File: src/rtl/binary_ripple_counter_8.sv
// binary_ripple_counter_8: ripple up-counter built from a chain of falling-edge T flip-flops
module binary_ripple_counter_8 #(
   parameter int WIDTH = 8
) (
   output logic [WIDTH-1:0] A,
   input  logic             toggle,
   input  logic             reset,
   input  logic             clock
);
   genvar i;
   generate
      for (i = 0; i < WIDTH; i++) begin : g_stage
         if (i == 0) begin : g_first
            binary_ripple_counter_8_tff u_tff (
               .Q    (A[0]),
               .T    (toggle),
               .clk  (clock),
               .rst_n(reset)
            );
         end else begin : g_next
            binary_ripple_counter_8_tff u_tff (
               .Q    (A[i]),
               .T    (1'b1),
               .clk  (A[i-1]),
               .rst_n(reset)
            );
         end
      end
   endgenerate
endmodule

// binary_ripple_counter_8_tff: falling-edge T flip-flop with asynchronous active-low clear
module binary_ripple_counter_8_tff (
   output logic Q,
   input  logic T,
   input  logic clk,
   input  logic rst_n
);
   logic q_d;
   logic q_q;
   // next state: invert when T is set, otherwise hold
   always_comb begin
      q_d = T ? ~q_q : q_q;
   end
   // state register: clears at once on reset, updates on the falling clock edge
   always_ff @(negedge clk or negedge rst_n) begin
      if (!rst_n) q_q <= 1'b0;
      else        q_q <= q_d;
   end
   assign Q = q_q;
endmodule

File: config.mk
export PLATFORM = sky130hd
export DESIGN_NAME = binary_ripple_counter_8
export DESIGN_NICKNAME = d
export VERILOG_FILES = /design/src/rtl/binary_ripple_counter_8.sv
export SDC_FILE = /design/constraint.sdc
export NUM_CORES = 1
export LEC_CHECK = 0
export ABC_AREA = 1
export ABC_CLOCK_PERIOD_IN_PS = 1010
export BUFFER_PORTS_ARGS = -buffer_cell sky130_fd_sc_hd__buf_2
export CORE_AREA = 2 2 39 41
export DETAILED_ROUTE_END_ITERATION = 10
export DIE_AREA = 0 0 41 43
export PLACE_DENSITY_LB_ADDON = 0.1
export SLEW_MARGIN = 20
export SYNTH_ARGS = -nofsm -noshare
export SYNTH_HDL_FRONTEND = slang
export SYNTH_SLANG_ARGS = --single-unit
File: constraint.sdc
create_clock -name clock -period 1.01 [get_ports clock]
set_clock_uncertainty 0.2 [all_clocks]
set_input_delay 0 -clock clock [delete_from_list [all_inputs] [get_ports clock]]
set_output_delay 0 -clock clock [all_outputs]
set_load 0.02 [all_outputs]
## After elaboration in Yosys (flattened, before gate mapping)

Cells that the tools add are included.

| storage, ports and cells | value |
|---|---|
| flip-flop bits (word level) | 8 |
| bits of input ports | 3 |
| output and inout port bits | 8 |
| logic and storage cells | 16 |

| operators by class | value |
|---|---|
| bitwise gates (word level) | 8 |

Operator list:

| cell | number |
|---|---|
| NOT 1 bit | 8 |

## Longest topological paths before layout

| logic depth | value |
|---|---|
| depth after elaboration | 1 |
| depth in mapped cells | 3 |
| depth with buffers taken out | 3 |

## Modules after synthesis

From an unflattened synthesis, not the netlist that was laid out.

| unflattened totals | value |
|---|---|
| cells, all modules | 49 |
| area total of the unflattened synthesis | 354.1 um2 |

Modules (own cells, without submodules):

| module | instances | cells each | area an instance (um2) | seq. area each (um2) |
|---|---|---|---|---|
| binary_ripple_counter_8_tff | 8 | 6 | 43.8 | 25.0 |
| binary_ripple_counter_8 | 1 | 1 | 3.8 | 0.0 |

==> results by group <==
Run status
  – Status: finished, violations left
  – Violated checks: negative setup slack

Pwr
  – LEAKAGE: 0.206 nW
  – Sw Share: 28.4%
  – Peak VDD IR: 0.252 mV
  – Internal power: 0.0811 mW
  – Pwr Total: 0.113 mW
  – NetSw: 0.0322 mW
  – Cell Pwr Density: 335 nW/µm²
  – Clk pwr share: 0%
  – Comb power frac: 49.2%
  – Reg power frac: 50.8%

Floorplan
  – Die Ht: 43 µm
  – Die ar.: 1760 µm²
  – Initial Util: 22.1%
  – FP Rows: 14
  – IO Pins: 11
  – CORE AREA: 1380 µm²
  – Die W: 41 µm

CTS
  – Hold-fix buffers at CTS: 0
  – Clock Latency Late Sink: 0 ps
  – CTS clk-pin slew, worst paths: 0 ps

Drt
  – Pre-antenna DRT Iters: 1
  – Initial DRC count: 0
  – Routed wire length per instance: 8.28 µm
  – # DRC: 0
  – WL final: 389 µm
  – Routed Antenna Nets: 0
  – DR vias: 159
  – Vias per cell: 3.38

Placement
  – Port Buffers: 10
  – Dpl hpwl: 340 µm
  – Dpl cell area: 323 µm²
  – Final Wtd Congestion: 0.563
  – Pre-CTS worst setup slack: -247 ps

Setup path
  – CP Capture Type: output pin
  – Required @ worst endpoint: 810 ps
  – Crit path kind: reg -> out
  – Flop2flop setup slack: -10 ps
  – Crit-path leading delay family: flip-flops
  – Slowest-stage cell, CP: dfrtn_1
  – CP max FO: 2
  – Slowest stage delay, CP: 410 ps
  – Worst Setup Start Kind: register
  – Worst path cell trace: buf_6
  – Worst EP arrival: 1040 ps
  – Critical path buffer and inverter count: 1

Timing
  – Setup violations, final: 2
  – Worst-margin pin slew: 178 ps
  – Final setup margin: -227 ps
  – Slew margin rel.: 88.1%
  – RSZ-0062 raised after global routing: true
  – Endpoints left unconstrained: 14
  – Hold Vio Cnt, Final: 0
  – Max Slew Vio Count: 0
  – Count of unclocked register or latch pins: 7
  – Setup_tns: -263 ps

GRT
  – Met3 usage in global routing: 0%
  – Number of global-route vias before repair: 164
  – GRT overflow: 0
  – First-pass GRT wire length: 634 µm
  – Initial antenna violation count: 0
  – Total track usage: 4.86%
  – Global-route track usage on met1: 6.93%
  – Grt peak-use layer: met2
  – Global Route met2 Usage: 8.44%
  – Largest net degree at the start of global routing: 9

Synthesis
  – Share of the yosys chip area belonging to registers: 65.6%
  – Post-Syn Area per Cell: 10.9 µm²
  – Post-synth top area cell: dfrtn_1
  – Syn nets: 31
  – Synth top area cells: dfrtn_1, buf_4, inv_1
  – Synth cell types: 4
  – Syn. warnings: 0
  – Seq cells post-synth: 8
  – Post-Synthesis Cells: 28
  – Top-area cell type share of the netlist area: 65.6%
  – Post-Syn Area: 305 µm²

Cells and area
  – Final Util: 24.4%
  – Most frequent cells in the layout: inv_1, dfrtn_1, buf_2, nand2_1, buf_6
  – Design area: 338 µm²
  – Area Growth Syn to Fin: 10.7%
  – Antenna diodes: 0
  – Final nets: 36
  – Layout cells sized above 1: 41.9%
  – Fillers: 162

Hold path
  – Worst Hold Class: in -> async

Run
  – MaxCap Viol Count: 0
## through the flow
| stage | hold slack [ps] | cells |
|---|---|---|
| global route | 58.3 | 47 |
| floorplan | -99.2 | 28 |
| CTS | 48.7 | 47 |
| global placement | 43.7 | 47 |
| detailed placement | 48.8 | 47 |
| finish | 38.6 | 47 |
## power by group through the flow
| stage | Sequential (mW) | Combinational [mW] | Clock (mW) |
|---|---|---|---|
| after floorplan | 0.0587 | 0.0279 | 0 |
| after global placement | 0.0556 | 0.0429 | 0 |
| after CTS | 0.0576 | 0.0553 | 0 |
| after detailed placement | 0.0560 | 0.0455 | 0 |
| final | 0.0575 | 0.0558 | 0 |
| after global routing | 0.0581 | 0.0643 | 0 |
## final cells by class
| cell class | count | area, µm² | area share [%] |
|---|---|---|---|
| tap | 16 | 20.0 | 5.93 |
| timing repair buffer | 11 | 70.1 | 20.7 |
| sequential | 8 | 200 | 59.3 |
| multi-input combinational | 3 | 13.8 | 4.07 |
| inverter | 9 | 33.8 | 10.0 |
## registers in the layout (all words and copies together), names as in the netlist
register                 cells
g_stage.g_next.u_tff.Q       7
g_stage.g_first.u_tff.Q      1
## metal layers
layer / vias to the layer above / share of wire, %
met5: - / 0
met2: 9 / 49
li1: 73 / -
met4: 0 / 0
met1: 77 / 39
met3: 0 / 12
## cells in the mapped netlist
library cell and number:
buf_4 8, dfrtn_1 8, inv_1 9, nand2_1 3
## worst paths after layout
| kind | from | cells after the start | to |
|---|---|---|---|
| setup / recovery | g_stage[0].g_first.u_tff.Q | 1 | A[0] |
| hold / removal | reset | 1 | g_stage[0].g_first.u_tff.Q |
| setup reg to reg | g_stage[0].g_first.u_tff.Q | 4 | g_stage[0].g_first.u_tff.Q |
| hold reg to reg | g_stage[0].g_first.u_tff.Q | 3 | g_stage[0].g_first.u_tff.Q |
| max in group asynchronous | reset | 1 | g_stage[0].g_first.u_tff.Q |
| min in group clock | g_stage[0].g_first.u_tff.Q | 3 | g_stage[0].g_first.u_tff.Q |
## cell families after synthesis
group,Yosys count,share of synthesized area (%)
simple gates,3,3.69
buf+inv,17,30.7
flops,8,65.6
## timing repair
action	in CTS	in global routing
resized for setup	4	1
pin swaps	1	1
setup buffers	0	0
setup endpoints to repair	2	2
(Power assumes the default switching activity.)
